$ cat config.mk
export PLATFORM = sky130hd
export DESIGN_NAME = muldiv_seq_flat
export DESIGN_NICKNAME = d
export VERILOG_FILES = /design/src/rtl/muldiv_seq_if.sv /design/src/rtl/muldiv_seq.sv /design/src/flat_wrapper.sv
export SDC_FILE = /design/constraint.sdc
export NUM_CORES = 1
export LEC_CHECK = 0
export BUFFER_PORTS_ARGS = -buffer_cell sky130_fd_sc_hd__buf_2
export CAP_MARGIN = 20
export CORE_AREA = 4 4 200 202
export DETAILED_ROUTE_END_ITERATION = 10
export DIE_AREA = 0 0 204 206
export PLACE_DENSITY = 0.76
export SLEW_MARGIN = 15
export SYNTH_ARGS = -nofsm -noshare
export SYNTH_HDL_FRONTEND = slang
export SYNTH_SLANG_ARGS = --single-unit
$ cat constraint.sdc
create_clock -name clk -period 6.1 [get_ports clk]
set_clock_uncertainty 0.2 [all_clocks]
set_input_delay 0.305 -clock clk [delete_from_list [all_inputs] [get_ports clk]]
set_output_delay 0.305 -clock clk [all_outputs]
set_load 0.02 [all_outputs]
$ cat src/rtl/muldiv_seq_if.sv
// rtl/muldiv_seq_if.sv - command/result bundle between execute stage and the muldiv sequencer
//
// master: execute stage / testbench (drives start, op, srca, srcb, flush)
// slave : muldiv_seq (drives busy, done, hi, lo)
interface muldiv_seq_if #(
    parameter int WIDTH = 32
);
    logic             start;
    logic [2:0]       op;
    logic [WIDTH-1:0] srca;
    logic [WIDTH-1:0] srcb;
    logic             flush;
    logic             busy;
    logic             done;
    logic [WIDTH-1:0] hi;
    logic [WIDTH-1:0] lo;

    modport master (
        output start, op, srca, srcb, flush,
        input  busy, done, hi, lo
    );

    modport slave (
        input  start, op, srca, srcb, flush,
        output busy, done, hi, lo
    );
endinterface

$ cat src/rtl/muldiv_seq.sv
// rtl/muldiv_seq.sv - iterative radix-2 multiply/divide sequencer owning HI/LO
//
// Ports:
//   clk        rising-edge clock
//   reset      asynchronous active-high reset
//   bus.start  command valid, sampled only in IDLE
//   bus.op     0=MULT 1=MULTU 2=DIV 3=DIVU 4=MTHI 5=MTLO 6/7=no-op
//   bus.srca   multiplicand / dividend / MTHI-MTLO source
//   bus.srcb   multiplier / divisor
//   bus.flush  abort any in-flight operation
//   bus.busy   iterations in progress
//   bus.done   one-cycle pulse when HI/LO take a muldiv result
//   bus.hi     HI register
//   bus.lo     LO register
module muldiv_seq #(
    parameter int WIDTH = 32
) (
    input  logic         clk,
    input  logic         reset,
    muldiv_seq_if.slave  bus
);
    localparam int CW = $clog2(WIDTH + 1);

    typedef enum logic [1:0] {
        S_IDLE,
        S_CALC,
        S_FINISH
    } state_t;

    state_t             state_q, state_d;
    logic [CW-1:0]      cnt_q, cnt_d;
    // Working pair: multiply keeps {partial product, multiplier};
    // divide keeps {remainder, dividend/quotient}.
    logic [2*WIDTH-1:0] p_q, p_d;
    // Multiplicand for multiply, divisor for divide.
    logic [WIDTH-1:0]   m_q, m_d;
    logic               is_div_q, is_div_d;
    logic               neg_q, neg_d;     // product / quotient negate
    logic               rneg_q, rneg_d;   // remainder negate
    logic               dz_q, dz_d;       // divisor was zero
    logic [WIDTH-1:0]   araw_q, araw_d;   // raw dividend, returned in HI on divide-by-zero
    logic [WIDTH-1:0]   hi_q, hi_d;
    logic [WIDTH-1:0]   lo_q, lo_d;
    logic               done_q, done_d;

    // Operand conditioning for a new command.
    logic             op_signed;
    logic [WIDTH-1:0] abs_a, abs_b;

    assign op_signed = ~bus.op[0];
    assign abs_a     = (op_signed && bus.srca[WIDTH-1]) ? -bus.srca : bus.srca;
    assign abs_b     = (op_signed && bus.srcb[WIDTH-1]) ? -bus.srcb : bus.srcb;

    // Multiply step: conditionally add the multiplicand into the upper half,
    // then shift the whole pair right; the carry lands in the top bit.
    logic [WIDTH:0]     mul_sum;
    logic [2*WIDTH-1:0] mul_next;

    assign mul_sum  = {1'b0, p_q[2*WIDTH-1:WIDTH]} + {1'b0, (p_q[0] ? m_q : {WIDTH{1'b0}})};
    assign mul_next = {mul_sum, p_q[WIDTH-1:1]};

    // Divide step: shift {rem, quo} left one bit, trial-subtract the divisor.
    // The remainder is always below the divisor, so the shifted value fits in WIDTH+1 bits.
    logic [WIDTH:0]     div_shift;
    logic [WIDTH:0]     div_diff;
    logic [2*WIDTH-1:0] div_next;

    assign div_shift = {p_q[2*WIDTH-1:WIDTH], p_q[WIDTH-1]};
    assign div_diff  = div_shift - {1'b0, m_q};
    assign div_next  = div_diff[WIDTH]
                     ? {div_shift[WIDTH-1:0], p_q[WIDTH-2:0], 1'b0}
                     : {div_diff[WIDTH-1:0],  p_q[WIDTH-2:0], 1'b1};

    // Sign-corrected results, consumed in FINISH.
    logic [2*WIDTH-1:0] prod_fix;
    logic [WIDTH-1:0]   quo_fix;
    logic [WIDTH-1:0]   rem_fix;

    assign prod_fix = neg_q  ? -p_q : p_q;
    assign quo_fix  = neg_q  ? -p_q[WIDTH-1:0] : p_q[WIDTH-1:0];
    assign rem_fix  = rneg_q ? -p_q[2*WIDTH-1:WIDTH] : p_q[2*WIDTH-1:WIDTH];

    always_comb begin
        state_d  = state_q;
        cnt_d    = cnt_q;
        p_d      = p_q;
        m_d      = m_q;
        is_div_d = is_div_q;
        neg_d    = neg_q;
        rneg_d   = rneg_q;
        dz_d     = dz_q;
        araw_d   = araw_q;
        hi_d     = hi_q;
        lo_d     = lo_q;
        done_d   = 1'b0;

        case (state_q)
            S_IDLE: begin
                if (bus.start && !bus.flush) begin
                    case (bus.op)
                        3'd0, 3'd1, 3'd2, 3'd3: begin
                            state_d  = S_CALC;
                            cnt_d    = CW'(WIDTH);
                            is_div_d = bus.op[1];
                            m_d      = bus.op[1] ? abs_b : abs_a;
                            p_d      = {{WIDTH{1'b0}}, (bus.op[1] ? abs_a : abs_b)};
                            neg_d    = op_signed & (bus.srca[WIDTH-1] ^ bus.srcb[WIDTH-1]);
                            rneg_d   = op_signed & bus.srca[WIDTH-1];
                            dz_d     = (bus.srcb == {WIDTH{1'b0}});
                            araw_d   = bus.srca;
                        end
                        3'd4:    hi_d = bus.srca;
                        3'd5:    lo_d = bus.srca;
                        default: ;
                    endcase
                end
            end
            S_CALC: begin
                cnt_d = cnt_q - CW'(1);
                p_d   = is_div_q ? div_next : mul_next;
                if (cnt_q == CW'(1)) begin
                    state_d = S_FINISH;
                end
            end
            S_FINISH: begin
                state_d = S_IDLE;
                done_d  = 1'b1;
                if (!is_div_q) begin
                    hi_d = prod_fix[2*WIDTH-1:WIDTH];
                    lo_d = prod_fix[WIDTH-1:0];
                end else if (dz_q) begin
                    hi_d = araw_q;
                    lo_d = {WIDTH{1'b1}};
                end else begin
                    hi_d = rem_fix;
                    lo_d = quo_fix;
                end
            end
            default: state_d = S_IDLE;
        endcase

        // Flush wins over everything: abandon the op and keep HI/LO as they are.
        if (bus.flush) begin
            state_d = S_IDLE;
            done_d  = 1'b0;
            hi_d    = hi_q;
            lo_d    = lo_q;
        end
    end

    always_ff @(posedge clk or posedge reset) begin
        if (reset) begin
            state_q  <= S_IDLE;
            cnt_q    <= '0;
            p_q      <= '0;
            m_q      <= '0;
            is_div_q <= 1'b0;
            neg_q    <= 1'b0;
            rneg_q   <= 1'b0;
            dz_q     <= 1'b0;
            araw_q   <= '0;
            hi_q     <= '0;
            lo_q     <= '0;
            done_q   <= 1'b0;
        end else begin
            state_q  <= state_d;
            cnt_q    <= cnt_d;
            p_q      <= p_d;
            m_q      <= m_d;
            is_div_q <= is_div_d;
            neg_q    <= neg_d;
            rneg_q   <= rneg_d;
            dz_q     <= dz_d;
            araw_q   <= araw_d;
            hi_q     <= hi_d;
            lo_q     <= lo_d;
            done_q   <= done_d;
        end
    end

    // busy covers the iteration cycles; the FINISH cycle only commits the result.
    assign bus.busy = (state_q == S_CALC);
    assign bus.done = done_q;
    assign bus.hi   = hi_q;
    assign bus.lo   = lo_q;

endmodule

$ cat src/flat_wrapper.sv
// flat-port wrapper written by rule: the top's interface ports become plain ports
module muldiv_seq_flat 
#(
    parameter int WIDTH = 32
)
  (clk, reset, bus_start, bus_op, bus_srca, bus_srcb, bus_flush, bus_busy, bus_done, bus_hi, bus_lo);
  muldiv_seq_if #(.WIDTH(WIDTH)) bus_i ();
  input  logic clk;
  input  logic reset;
  input wire logic [$bits(bus_i.start)-1:0] bus_start;
  input wire logic [$bits(bus_i.op)-1:0] bus_op;
  input wire logic [$bits(bus_i.srca)-1:0] bus_srca;
  input wire logic [$bits(bus_i.srcb)-1:0] bus_srcb;
  input wire logic [$bits(bus_i.flush)-1:0] bus_flush;
  output wire logic [$bits(bus_i.busy)-1:0] bus_busy;
  output wire logic [$bits(bus_i.done)-1:0] bus_done;
  output wire logic [$bits(bus_i.hi)-1:0] bus_hi;
  output wire logic [$bits(bus_i.lo)-1:0] bus_lo;
  assign bus_i.start = bus_start;
  assign bus_i.op = bus_op;
  assign bus_i.srca = bus_srca;
  assign bus_i.srcb = bus_srcb;
  assign bus_i.flush = bus_flush;
  assign bus_busy = bus_i.busy;
  assign bus_done = bus_i.done;
  assign bus_hi = bus_i.hi;
  assign bus_lo = bus_i.lo;
  muldiv_seq #(.WIDTH(WIDTH)) u_core (.clk(clk), .reset(reset), .bus(bus_i));
endmodule
==> results of run 1 <==
## critical path: cells and delay by family (launching register included)
family	cells	cell delay (ps)
simple gates	2	210
buf+inv	2	490
compound gates	8	2830
fa+ha+maj	1	350
flops	1	470
## synth_stat cells, drive strengths merged (25+ instances only)
cell	number
nand2	320
o21ai	245
dfrtp	205
nor2	179
a21oi	170
clkbuf	145
xnor2	115
mux2i	73
ha	70
xor2	65
inv	60
nand3	42
o22ai	42
nor3	37
a21o	33
a31oi	32
o31ai	31
o211ai	25
## where the power goes
| part | total (mW) | internal [mW] | switching, mW |
|---|---|---|---|
| clock network | 1.65 | 1.01 | 0.645 |
| logic | 7.16 | 2.77 | 4.38 |
| registers | 2.81 | 2.01 | 0.798 |
## state kept, by name (all words and copies together), names as in the netlist
name and flops:
u_core.p_q 64, u_core.araw_q 32, u_core.bus.hi 32, u_core.bus.lo 32, u_core.m_q 32, u_core.cnt_q 6
u_core.state_q 2, u_core.bus.done 1, u_core.dz_q 1, u_core.is_div_q 1, u_core.neg_q 1, u_core.rneg_q 1
## metal layers
metal  GRT usage, %  part of all wire (%)  up-vias
met5           1.90                  0.21        -
met4           10.7                   4.9        6
met3           7.52                    10      217
met2           45.8                    46      941
met1           37.0                    39     8342
li1               -                     -     8054
## cell families after synthesis
| group | Yosys count | synth area share [%] |
|---|---|---|
| AND/OR/NAND/NOR | 736 | 19.6 |
| AO/OA/AOI/OAI | 709 | 25.3 |
| buffers and inverters | 223 | 5.09 |
| flip-flops | 205 | 30.2 |
| XOR/XNOR | 180 | 9.29 |
| multiplexers | 84 | 5.04 |
| adder cells (fa/ha/maj) | 72 | 5.40 |
## worst paths after layout
kind | start | to | slack (ps) | cells after the start
setup / recovery | u_core.p_q[0] | u_core.p_q[61] | 1440 | 13
hold / removal | bus_srcb[20] | u_core.m_q[20] | 30 | 5
setup reg to reg | u_core.p_q[0] | u_core.p_q[61] | 1440 | 13
hold reg to reg | u_core.araw_q[28] | u_core.araw_q[28] | 270 | 2
max in group asynchronous | reset | u_core.p_q[16] | 4080 | 4
min in group asynchronous | reset | u_core.araw_q[10] | 220 | 3
## cell type report
class / instances / area, um2 / area share, %
multi-input combinational: 1781 / 11000 / 57.3
clock inverter: 13 / 208 / 1.08
inverter: 62 / 236 / 1.23
clock buffer: 31 / 687 / 3.57
sequential: 205 / 5130 / 26.7
timing repair buffer: 205 / 1310 / 6.80
tap: 518 / 648 / 3.37
## what timing repair did
item,4_1_cts,5_1_grt
gates resized for setup,0,0
hold buffers,41,0
hold endpoints to repair,79,0
endpoints found under the setup margin,0,0
## placed cells by master (no fill, tap or decap), drive strengths merged, types with 8 or more instances in the layout
cell / count
clkinv: 9
and2: 10
or4: 19
o41ai: 11
a21oi: 170
o221ai: 10
a221oi: 8
o21a: 12
mux2: 11
buf: 164
xor2: 65
nand3: 42
o21ai: 245
nand2: 320
nor4: 16
nand2b: 24
dlygate4sd3: 41
xnor2: 115
mux2i: 73
a211oi: 20
nor3: 37
nand4: 17
o31ai: 31
a22oi: 23
o22ai: 42
a31oi: 32
nor2b: 13
ha: 70
or2: 8
clkbuf: 31
and3: 9
or3: 24
o211ai: 25
a21o: 33
inv: 59
nor2: 179
dfrtp: 205
==> metrics.yaml, run 1 <==
synth_top_area_share_pct: 30.2
synth_warnings: 0
cp.required_ps: 6360
yosys.area.top_type: "dfrtp_1"
drive_gt1_share_pct: 10.7
syn_inst: 2209
route.vias.total: 17600
synthFlopType: "dfrtp_1"
fmax_mhz: 214
root_buffer: "clkbuf_16"
rows: 72
nFillCells: 3654
critical_path.max_fanout: 29
path_cells: "inv_1 -> buf_4 -> nor2_1 -> ha_1 -> o21ai_0 -> a21oi_1 -> o2111ai_1 -> a2111oi_0 -> o21ai_0 -> a21oi_1 -> nor3_1 -> o311a_1 -> a41oi_1"
finalPower_mw: 11.6
grt_overflow_total: 0
die_h_um: 206
grt_max_degree: 91
n_antenna_cell: 0
ys_ff_latch: 205
grt_setup_unrepaired: "false"
min_path_type: "input pin to flop"
synth-seq-area-share_pct: 30.2
ir_drop_v: 0.000396
nets: 2422
synth_async_sr_flop_share_pct: 100
place_area_mm2: 0.0179
hpwl_um: 46100
whs_ps: 32.6
vias_per_cell: 6.24
syn-cell-area_mm2: 0.0170
end_kind: "flop"
synth_edf_count: 0
setup-violations-final: 0
outcome: "completed"
clkTransAtPathRegs_ps: 60
worst_setup_path_start_kind: "flop"
antenna_left: 0
grt_pass1_vias: 16700
drv_cap: 0
hold_violations: 0
p_leak_nw: 8.38
worst_pin_slew_ps: 1040
synth_nets: 2352
portBuffers: 136
synth_area_per_cell_um2: 7.68
wl_per_cell_um: 22.1
clockBufferDepth: 3
cts_tree: "done"
antenna_found_initial: 2
dr.pass1.iters: 6
routed_wl_um: 62200
slowest_stage: "a2111oi_0"
cts_setup_buffers: 0
insertion_delay_ps: 560
h-tree-depth: 1
ys_top_cells_by_area: "dfrtp_1 (30%), nand2_1 (7.1%), o21ai_0 (7.0%)"
synth_cell_types: 77
period_needed_ps: 4660
core-area_mm2: 0.0383
power_density_mw_per_mm2: 604
fin_ws_ps: 1440
grt_pass1_wl_um: 95400
final_util_pct: 50.2
arrival_ps: 4920
slew_headroom_pct: 28.8
fin_crit_sh_pct: 76.4
cts_buffers: 24
syn_to_final_growth_pct: 13.4
start_util_pct: 44.3
dpl_worst_slack_ps: 1760
route.detailed.drc: 0
cts.sinks: 205
layout.cells.non_filler: 2815
criticalPathCategory: "flop to flop"
dieArea_mm2: 0.0420
drtIter0Drc: 1936
grt_util_all_layers_pct: 28.5
tns_ps: 0
final_cell_area_mm2: 0.0192
slowest_delay_ps: 940
dp_cells: 2729
top_level_ports: 137
slew_viol_final: 0
fp.dieW_um: 204
place_congestion: 0.986
Note: power is estimated with default switching activity, not from simulation.
==> inputs of run 2 (changes only) <==
--- a/config.mk
+++ b/config.mk
@@ -5,12 +5,13 @@
 export SDC_FILE = /design/constraint.sdc
 export NUM_CORES = 1
 export LEC_CHECK = 0
+export ABC_AREA = 1
 export BUFFER_PORTS_ARGS = -buffer_cell sky130_fd_sc_hd__buf_2
 export CAP_MARGIN = 20
-export CORE_AREA = 4 4 200 202
+export CORE_AREA = 4 4 217 219
 export DETAILED_ROUTE_END_ITERATION = 10
-export DIE_AREA = 0 0 204 206
-export PLACE_DENSITY = 0.76
+export DIE_AREA = 0 0 221 223
+export PLACE_DENSITY = 0.74
 export SLEW_MARGIN = 15
 export SYNTH_ARGS = -nofsm -noshare
 export SYNTH_HDL_FRONTEND = slang
==> constraint.sdc (replaced) <==
create_clock -name clk -period 4.3 [get_ports clk]
set_clock_uncertainty 0.2 [all_clocks]
set_input_delay 0.215 -clock clk [delete_from_list [all_inputs] [get_ports clk]]
set_output_delay 0.215 -clock clk [all_outputs]
set_load 0.02 [all_outputs]
==> metrics.yaml, run 2 <==
rrSetupSlack_ps: 870
dr.pass1.iters: 7
fin_ws_ps: 875
finalPower_mw: 16.3
rows: 78
synth_top_area_share_pct: 25.4
cts_resized: 0
place_congestion: 1.11
dieArea_mm2: 0.0493
top_level_ports: 137
route.detailed.drc: 0
synth_async_sr_flop_share_pct: 100
path_delay_family: "simple AND/OR/NAND/NOR gates"
dpl_worst_slack_ps: 966
critical_path.max_fanout: 31
ir_drop_v: 0.000535
worst_pin_slew_ps: 1050
core-area_mm2: 0.0451
mostFrequentLayoutCells: "nand2_1 (1082), nor2_1 (467), inv_1 (459)"
pwr-share-comb_pct: 61.8
synth_area_per_cell_um2: 5.76
h-tree-depth: 1
yosys.area.top_type: "dfrtp_1"
path_cells: "inv_1 -> ha_1 -> fa_1 -> inv_2 -> nand2_1 -> nand2_1 -> nand3_1 -> nand2_2 -> nand2_2 -> nand2_4 -> nand2_4 -> nand3_1 -> nand2_2 -> nor2_1 -> nand2_1 -> nand3_1 -> o21ai_1"
p_leak_nw: 12.0
ys_ff_latch: 205
fmax_mhz: 292
slew_headroom_pct: 29.9
end_kind: "flop"
yosys.cell_count.top_type: "nand2_1"
largest_reg_flops: 64
route.vias.total: 24200
p_clk_share_pct: 15.7
switching_share_pct: 55.0
drv_cap: 0
final_common_cell: "nand2_1"
setup-violations-final: 0
hold_violations: 0
antenna_found_initial: 2
syn-cell-area_mm2: 0.0202
synth_cell_types: 49
synth_edf_count: 0
criticalPathCategory: "flop to flop"
nets: 3782
p_sw_mw: 8.93
root_buffer: "clkbuf_16"
antenna_left: 0
slowest_stage: "dfrtp_1"
grt_overflow_total: 0
grt_setup_unrepaired: "false"
ys_top_cells_by_count: "nand2_1 (1084), nor2_1 (471), inv_1 (461)"
syn_inst: 3509
worst_setup_path_start_kind: "flop"
fin_crit_sh_pct: 79.7
slowest_delay_ps: 470
whs_ps: 17.5
seq_power_share_pct: 22.4
regMostFlops: "u_core.p_q"
power_density_mw_per_mm2: 703
hpwl_um: 68700
fp.dieW_um: 221
synth-seq-area-share_pct: 25.4
synth_warnings: 0
drive_gt1_share_pct: 7.63
clockBufferDepth: 3
ys_top_cells_by_area: "dfrtp_1 (25%), nand2_1 (20%), nor2_1 (8.8%)"
min_path_type: "input pin to flop"
die_h_um: 223
wl_per_cell_um: 20.7
start_util_pct: 44.8
grt_util_all_layers_pct: 34.1
vias_per_cell: 5.68
grt_pass1_wl_um: 132000
cts_tree: "done"
power.internal_mw: 7.32
period_needed_ps: 3430
insertion_delay_ps: 580
cts.sinks: 205
grt_pass1_vias: 21700
tns_ps: 0
slew_viol_final: 0
synthFlopType: "dfrtp_1"
drtIter0Drc: 3368
grt_max_degree: 65
synth_nets: 3652
crit_buf_inv: 2
cts_buffers: 26
syn_to_final_growth_pct: 14.4
routed_wl_um: 88000
portBuffers: 136
cp.required_ps: 4540
outcome: "completed"
clkTransAtPathRegs_ps: 60
arrival_ps: 3660
run 2: what timing repair did:
action                                 4_1_cts  5_1_grt
setup endpoints to repair                    0        0
hold buffers                                66        0
buffers inserted                             0        0
endpoints found under the hold margin      123        0
run 2: area by class of cell:
cell class              instances  area [um2]
multi-input cells            2692       12700
inverters                     472        1780
clock inverters                18         294
clock buffers                  30         686
fillers                      4725       22000
well taps                     600         751
flip-flops and latches        205        5130
diodes                          1        2.50
repair buffers                242        1720
run 2: path summary, 6_finish.rpt:
check / startpoint / endpoint / depth (start not counted)
hold / removal: bus_srcb[8] / u_core.m_q[8] / 5
setup / recovery: u_core.p_q[31] / u_core.p_q[39] / 17
max in group asynchronous: reset / u_core.bus.lo[10] / 4
min in group asynchronous: reset / u_core.bus.hi[28] / 3
hold reg to reg: u_core.bus.lo[6] / u_core.bus.lo[6] / 2
setup reg to reg: u_core.p_q[31] / u_core.p_q[39] / 17
run 2: worst min-delay path, cell delays in order:
cell     delay, ps
buf_2          120
inv_1           60
xor2_1         100
a22oi_1        130
o21ai_0        110
run 2: power by group through the flow:
stage	Sequential, mW	Combinational (mW)	Clock, mW
2_1_floorplan	3.43	6.78	0
3_3_place_gp	3.60	9.69	0
3_5_place_dp	3.61	9.70	0
4_1_cts	3.59	9.81	2.56
5_1_grt	3.70	11.1	2.63
6_report	3.65	10.0	2.56
run 2: logic make-up after synthesis:
| group | Yosys count | synth area share (%) |
|---|---|---|
| and+or+nand+nor | 1968 | 40.0 |
| xor gates and xnor gates | 66 | 2.86 |
| AOI/OAI and AO/OA | 586 | 15.6 |
| DFF | 205 | 25.4 |
| buffers and inverters | 612 | 11.6 |
| adders and majority gates | 72 | 4.54 |
run 2: metrics by stage:
stage / instance area, um2 / util [%] / cells
6_report: 23100 / 51.2 / 4260
5_1_grt: 23100 / 51.2 / 4259
4_1_cts: 23000 / 51.1 / 4257
3_5_place_dp: 21400 / 47.5 / 4143
3_3_place_gp: 21400 / 47.5 / 4143
2_1_floorplan: 20200 / - / 3509
run 2: layer usage:
| metal | up-vias | part of all wire (%) | track usage, % |
|---|---|---|---|
| met5 | - | 0 | 0 |
| met4 | 0 | 6.2 | 16.3 |
| met3 | 261 | 12 | 7.88 |
| met2 | 1471 | 42 | 50.7 |
| met1 | 11000 | 40 | 47.0 |
| li1 | 11400 | - | - |
